===== config.mk =====
export PLATFORM = sky130hd
export DESIGN_NAME = video_scanout_flat
export DESIGN_NICKNAME = d
export VERILOG_FILES = /design/src/rtl/video_scanout_if.sv /design/src/rtl/video_scanout.sv /design/src/flat_wrapper.sv
export SDC_FILE = /design/constraint.sdc
export NUM_CORES = 1
export LEC_CHECK = 0
export ABC_AREA = 1
export BUFFER_PORTS_ARGS = -buffer_cell sky130_fd_sc_hd__buf_2
export CAP_MARGIN = 0
export CORE_ASPECT_RATIO = 1.4
export CORE_MARGIN = 8
export CORE_UTILIZATION = 50
export DETAILED_ROUTE_END_ITERATION = 16
export GPL_ROUTABILITY_DRIVEN = 1
export HOLD_SLACK_MARGIN = 0.02
export MAX_ROUTING_LAYER = met4
export PLACE_DENSITY = 0.7
export SLEW_MARGIN = 30
export SYNTH_ARGS = -nofsm -noshare
export SYNTH_HDL_FRONTEND = slang
export SYNTH_SLANG_ARGS = --single-unit

===== constraint.sdc =====
create_clock -name clk -period 4.7 [get_ports clk]
set_clock_uncertainty 0.15 [all_clocks]
set_input_delay 0.47 -clock clk [delete_from_list [all_inputs] [get_ports clk]]
set_output_delay 0.47 -clock clk [all_outputs]
set_load 0.01 [all_outputs]

===== src/rtl/video_scanout_if.sv =====
`default_nettype none
// ============================================================================
// Module   : video_scanout_if
// Purpose  : Video RAM read port and pixel/sync outputs of the scan-out engine.
// Revision : 1.0  initial release
// ============================================================================
interface video_scanout_if;
  logic [14:0] Base_Add;
  logic [14:0] Video_Add;
  logic [7:0]  Video_Data;
  logic [3:0]  Pixel;
  logic        Blank;
  logic        HSync;
  logic        VSync;
  logic        Frame_Start;

  modport master (
    input  Base_Add,
    input  Video_Data,
    output Video_Add,
    output Pixel,
    output Blank,
    output HSync,
    output VSync,
    output Frame_Start
  );

  modport slave (
    output Base_Add,
    output Video_Data,
    input  Video_Add,
    input  Pixel,
    input  Blank,
    input  HSync,
    input  VSync,
    input  Frame_Start
  );
endinterface
`default_nettype wire


===== src/rtl/video_scanout.sv =====
`default_nettype none
// ============================================================================
// Module   : video_scanout
// Purpose  : Raster timing, video RAM fetch and 4bpp pixel serialiser.
// Revision : 1.0  initial release
// ============================================================================
module video_scanout #(
  parameter int H_ACTIVE       = 256,
  parameter int H_TOTAL        = 342,
  parameter int HS_START       = 280,
  parameter int HS_LEN         = 26,
  parameter int V_ACTIVE       = 192,
  parameter int V_TOTAL        = 262,
  parameter int VS_START       = 216,
  parameter int VS_LEN         = 3,
  parameter int BYTES_PER_LINE = 128
) (
  input  logic            clk,
  input  logic            rst,
  video_scanout_if.master vif
);

  // One spare bit so the sync end positions always fit the counter width.
  localparam int HW = $clog2(H_TOTAL + 1);
  localparam int VW = $clog2(V_TOTAL + 1);

  localparam logic [HW-1:0] C_H_LAST = HW'(H_TOTAL - 1);
  localparam logic [HW-1:0] C_H_ACT  = HW'(H_ACTIVE);
  localparam logic [HW-1:0] C_HS_ON  = HW'(HS_START);
  localparam logic [HW-1:0] C_HS_OFF = HW'(HS_START + HS_LEN);
  localparam logic [VW-1:0] C_V_LAST = VW'(V_TOTAL - 1);
  localparam logic [VW-1:0] C_V_ACT  = VW'(V_ACTIVE);
  localparam logic [VW-1:0] C_VS_ON  = VW'(VS_START);
  localparam logic [VW-1:0] C_VS_OFF = VW'(VS_START + VS_LEN);
  localparam logic [14:0]   C_STRIDE = 15'(BYTES_PER_LINE);

  logic [HW-1:0] hc_q, hc_d;
  logic [VW-1:0] vc_q, vc_d;
  logic [14:0]   line_add_q, line_add_d;
  logic [14:0]   vaddr_q;

  logic          active, hsync_pre, vsync_pre, fstart_pre;

  // Delay lines: index 0 lines up with Video_Add, 1 with Video_Data, 2 with Pixel.
  logic [2:0]    act_q, hs_q, vs_q, fs_q;
  logic [1:0]    odd_q;
  logic [3:0]    pix_lo_q;
  logic [3:0]    pixel_q;

  assign active     = (hc_q < C_H_ACT) && (vc_q < C_V_ACT);
  assign hsync_pre  = (hc_q >= C_HS_ON) && (hc_q < C_HS_OFF);
  assign vsync_pre  = (vc_q >= C_VS_ON) && (vc_q < C_VS_OFF);
  assign fstart_pre = (hc_q == '0) && (vc_q == '0);

  always_comb begin
    hc_d       = hc_q + 1'b1;
    vc_d       = vc_q;
    line_add_d = line_add_q;
    if (hc_q == C_H_LAST) begin
      hc_d = '0;
      if (vc_q == C_V_LAST) begin
        vc_d       = '0;
        line_add_d = vif.Base_Add;
      end else begin
        vc_d = vc_q + 1'b1;
        if (vc_q < C_V_ACT) begin
          line_add_d = line_add_q + C_STRIDE;
        end
      end
    end
  end

  always_ff @(posedge clk or posedge rst) begin
    if (rst) begin
      hc_q       <= '0;
      vc_q       <= '0;
      line_add_q <= '0;
      vaddr_q    <= '0;
    end else begin
      hc_q       <= hc_d;
      vc_q       <= vc_d;
      line_add_q <= line_add_d;
      if (active) begin
        vaddr_q <= line_add_q + 15'(hc_q >> 1);
      end
    end
  end

  always_ff @(posedge clk or posedge rst) begin
    if (rst) begin
      act_q    <= '0;
      hs_q     <= '0;
      vs_q     <= '0;
      fs_q     <= '0;
      odd_q    <= '0;
      pix_lo_q <= '0;
      pixel_q  <= '0;
    end else begin
      act_q <= {act_q[1:0], active};
      hs_q  <= {hs_q[1:0], hsync_pre};
      vs_q  <= {vs_q[1:0], vsync_pre};
      fs_q  <= {fs_q[1:0], fstart_pre};
      odd_q <= {odd_q[0], hc_q[0]};
      // Even phase emits the high nibble straight from RAM and keeps the low one.
      if (act_q[1] && !odd_q[1]) begin
        pix_lo_q <= vif.Video_Data[3:0];
      end
      if (!act_q[1]) begin
        pixel_q <= '0;
      end else if (odd_q[1]) begin
        pixel_q <= pix_lo_q;
      end else begin
        pixel_q <= vif.Video_Data[7:4];
      end
    end
  end

  assign vif.Video_Add   = vaddr_q;
  assign vif.Pixel       = pixel_q;
  assign vif.Blank       = ~act_q[2];
  assign vif.HSync       = hs_q[2];
  assign vif.VSync       = vs_q[2];
  assign vif.Frame_Start = fs_q[2];

endmodule
`default_nettype wire


===== src/flat_wrapper.sv =====
// flat-port wrapper written by rule: the top's interface ports become plain ports
module video_scanout_flat 
#(
  parameter int H_ACTIVE       = 256,
  parameter int H_TOTAL        = 342,
  parameter int HS_START       = 280,
  parameter int HS_LEN         = 26,
  parameter int V_ACTIVE       = 192,
  parameter int V_TOTAL        = 262,
  parameter int VS_START       = 216,
  parameter int VS_LEN         = 3,
  parameter int BYTES_PER_LINE = 128
)
  (clk, rst, vif_Base_Add, vif_Video_Data, vif_Video_Add, vif_Pixel, vif_Blank, vif_HSync, vif_VSync, vif_Frame_Start);
  video_scanout_if vif_i ();
  input  logic clk;
  input  logic rst;
  input wire logic [$bits(vif_i.Base_Add)-1:0] vif_Base_Add;
  input wire logic [$bits(vif_i.Video_Data)-1:0] vif_Video_Data;
  output wire logic [$bits(vif_i.Video_Add)-1:0] vif_Video_Add;
  output wire logic [$bits(vif_i.Pixel)-1:0] vif_Pixel;
  output wire logic [$bits(vif_i.Blank)-1:0] vif_Blank;
  output wire logic [$bits(vif_i.HSync)-1:0] vif_HSync;
  output wire logic [$bits(vif_i.VSync)-1:0] vif_VSync;
  output wire logic [$bits(vif_i.Frame_Start)-1:0] vif_Frame_Start;
  assign vif_i.Base_Add = vif_Base_Add;
  assign vif_i.Video_Data = vif_Video_Data;
  assign vif_Video_Add = vif_i.Video_Add;
  assign vif_Pixel = vif_i.Pixel;
  assign vif_Blank = vif_i.Blank;
  assign vif_HSync = vif_i.HSync;
  assign vif_VSync = vif_i.VSync;
  assign vif_Frame_Start = vif_i.Frame_Start;
  video_scanout #(.H_ACTIVE(H_ACTIVE), .H_TOTAL(H_TOTAL), .HS_START(HS_START), .HS_LEN(HS_LEN), .V_ACTIVE(V_ACTIVE), .V_TOTAL(V_TOTAL), .VS_START(VS_START), .VS_LEN(VS_LEN), .BYTES_PER_LINE(BYTES_PER_LINE)) u_core (.clk(clk), .rst(rst), .vif(vif_i));
endmodule

==> flow_summary.toml <==
[timing]
setup_slack_ps = 2671
fin_crit_ps = 2029
worst_pin_slew_ps = 701.6
fin_crit_sh_pct = 43.17
setup_viol = 0
max_freq_ghz = 0.4928
tns_ps = 0
slew_headroom_pct = 53.23
hold_viol_final = 0
drv_slew = 0
rsz0062_at_grt = "no"

[place]
io_buffers = 47
detailed_place_hpwl_mm = 6.305
finalWeightedCongestion = 0.8711
dp_slack_ps = 2697
place_area_um2 = 4106

[critical_path]
critPathKind = "reg -> reg"
crit_path_start_kind = "flop"
worst-path-buf-inv = 0
critical_path_arrival_ps = 2110
regToRegStartpoint = "u_core.hc_q[1]$_DFF_PP0_"
path_delay_family = "simple AND/OR/NAND/NOR gates"
crit_fanout = 4
crit_slowest_cell = "dfrtp_1"
crit_path_start = "u_core.hc_q[1]$_DFF_PP0_"
path_cells = "ha_1 -> fa_1 -> nand2_1 -> nand2_1 -> nand3_1 -> nand2_1 -> or2_2 -> nand3_1 -> nand2_1"
slowest_delay_ps = 410
cp_common_cell = "nand2_1"
end_kind = "flop"
required_ps = 4780

[floorplanning]
ios = 48
dieWidth_um = 89.51
core_um2 = 7361
num_rows = 37
start_util_pct = 51.39
dieArea_um2 = 10640
fp.dieH_um = 118.9

[route]
ant_nets = 0
drc = 0
totalWireLength_mm = 8.121
drtPass1Iterations = 4
vias_per_cell = 4.938
vias = 3101
routedWlPerCell_um = 12.93
drtIter0Drc = 122

[clock_tree]
cts_buffers = 9
h-tree-depth = 3
numClockSinks = 70
cts_tree = "done"
cts_setup_buffers = 0
cts_max_path_buffers = 2
insertion_delay_ps = 350
cts.clk_slew.worst_paths_ps = 80
root_buffer = "clkbuf_8"

[layout]
post-route-util_pct = 58.64
fill_cells = 683
multiInputGateArea_um2 = 1764
ff_latch_area_um2 = 1752
syn_to_final_growth_pct = 14.13
layout-drive-gt1-share_pct = 17.70
final_area_um2 = 4317
diodes = 0
final_nets = 567

[synthesis]
syn_area_um2 = 3782
ys_ff_latch = 70
ys_warn_count = 0
synth_flop_cell = "dfrtp_1"
async_reset_ff_share_pct = 100.0
synth_most_common_cell = "nand2_1"
synth_area_leaders = "dfrtp_1 46%, nand2_1 14%, nand3_1 6.1%"
synth_cell_types = 33
synth_common_cells = "144 x nand2_1, 70 x dfrtp_1, 54 x inv_1, 46 x nand3_1, 46 x nor2_1"
syn_area_per_cell_um2 = 8.031
ys_seq_area_share_pct = 46.31
synth_edf_count = 0
syn-num-nets = 512
yosysTopAreaCell = "dfrtp_1"
synth_top_area_share_pct = 46.31
syn_inst = 471

[pwr]
powerDensity_nw_per_um2 = 259.5
p_leak_uw = 0.002414
peakVddDrop_v = 0.0001525

[grt]
grt_overflow = 0
antenna_found_initial = 0
grt_max_degree = 57
track_usage_pct = 17.72
grt_pass1_wl_mm = 14.37
grt_pass1_vias = 3163

[worst_hold_path]
min_path_type = "in -> reg"
min_from = "vif_Base_Add[4]"

[job]
max-cap-violations = 0

[run_status]
outcome = "completed"
## repair_timing
| item | 4_1_cts | 5_1_grt |
|---|---|---|
| hold buffers | 1 | 0 |
| resized for setup | 0 | 0 |
| endpoints found under the hold margin | 14 | 0 |
## metrics by stage
step	instances	total power, uW	hold WS [ps]
2_1_floorplan	471	631.0	181.2
3_3_place_gp	611	647.4	181.4
3_5_place_dp	611	648.1	185.5
4_1_cts	628	1140	151.7
5_1_grt	628	1169	157.3
6_report	628	1120	171.0
## final cells by class
cell class	instances	area share, %
Inverter	59	5.246
Multi-Input combinational cell	337	40.87
Clock inverter	5	1.362
Timing Repair Buffer	49	5.855
Tap cell	97	2.812
Sequential cell	70	40.58
Clock buffer	11	3.275
## power breakdown
| group | leakage [uW] | internal, uW | total, uW | switching (uW) |
|---|---|---|---|---|
| Combinational | 0.00149 | 11.4 | 29.1 | 17.7 |
| Clock | 0.0000955 | 259 | 484 | 225 |
| Sequential | 0.000826 | 605 | 607 | 1.25 |
| Total | 0.00241 | 876 | 1120 | 244 |
## path summary, 6_finish.rpt
check / slack, ps / end / cells after the start
min in group asynchronous: 480 / u_core.hc_q[3]$_DFF_PP0_ / 3
hold reg to reg: 200 / u_core.fs_q[2]$_DFF_PP0_ / 0
setup / recovery: 2670 / u_core.vif.Video_Add[6]$_DFFE_PP0P_ / 9
max in group asynchronous: 2900 / u_core.vif.Video_Add[9]$_DFFE_PP0P_ / 4
hold / removal: 170 / u_core.line_add_q[4]$_DFFE_PP0P_ / 3
setup reg to reg: 2670 / u_core.vif.Video_Add[6]$_DFFE_PP0P_ / 9
## tightest hold or removal path, cell delays in order
cell     delay, ps
buf_2           70
nand2_1         40
nand2_1         60
## state kept, by name, indices dropped and copies added, names as in the netlist
name	count
u_core.act_q	3
u_core.fs_q	3
u_core.hc_q	9
u_core.hs_q	3
u_core.line_add_q	15
u_core.odd_q	2
u_core.pix_lo_q	4
u_core.vc_q	9
u_core.vif.Pixel	4
u_core.vif.Video_Add	15
u_core.vs_q	3
## logic make-up after synthesis
logic type      Yosys count  share of synthesized area (%)
fa+ha+maj                16                          5.491
compound gates           39                          5.822
buf+inv                  64                          7.046
simple gates            267                          31.59
mux                       4                          1.191
flops                    70                          46.31
xor+xnor                 11                          2.547
## layout by cell type, fill, tap and decap left out, types with 2 or more instances in the layout
master      synthesis  final
xnor2_1             3      3
buf_2               2     47
nand3_1            46     46
dfrtp_1            70     70
inv_1              54     53
or2_2               3      3
nand4_1             5      5
xor2_1              8      8
nor2_2              3      3
a31oi_1             3      3
nand2_1           144    144
clkinvlp_4          0      2
ha_1               15     15
clkinv_4            1      2
clkbuf_8            0     10
nor3_1              6      6
nor2_1             46     46
nor4_1              3      3
a21oi_1             8      8
nand2_4             3      3
nor2_8              2      2
o21ai_2             5      5
o21ai_0            22     22
mux2_2              4      4
inv_2               4      5
## metal layers
layer  global-route usage [%]  up-vias  part of all wire, %
met5                        -        -                    0
met4                    6.061        0                  1.2
met3                    4.129       10                  4.0
met2                    30.88       43                   53
met1                    18.82     1437                   42
li1                         -     1611                    -
No activity file was read; power rests on OpenSTA's default activity.
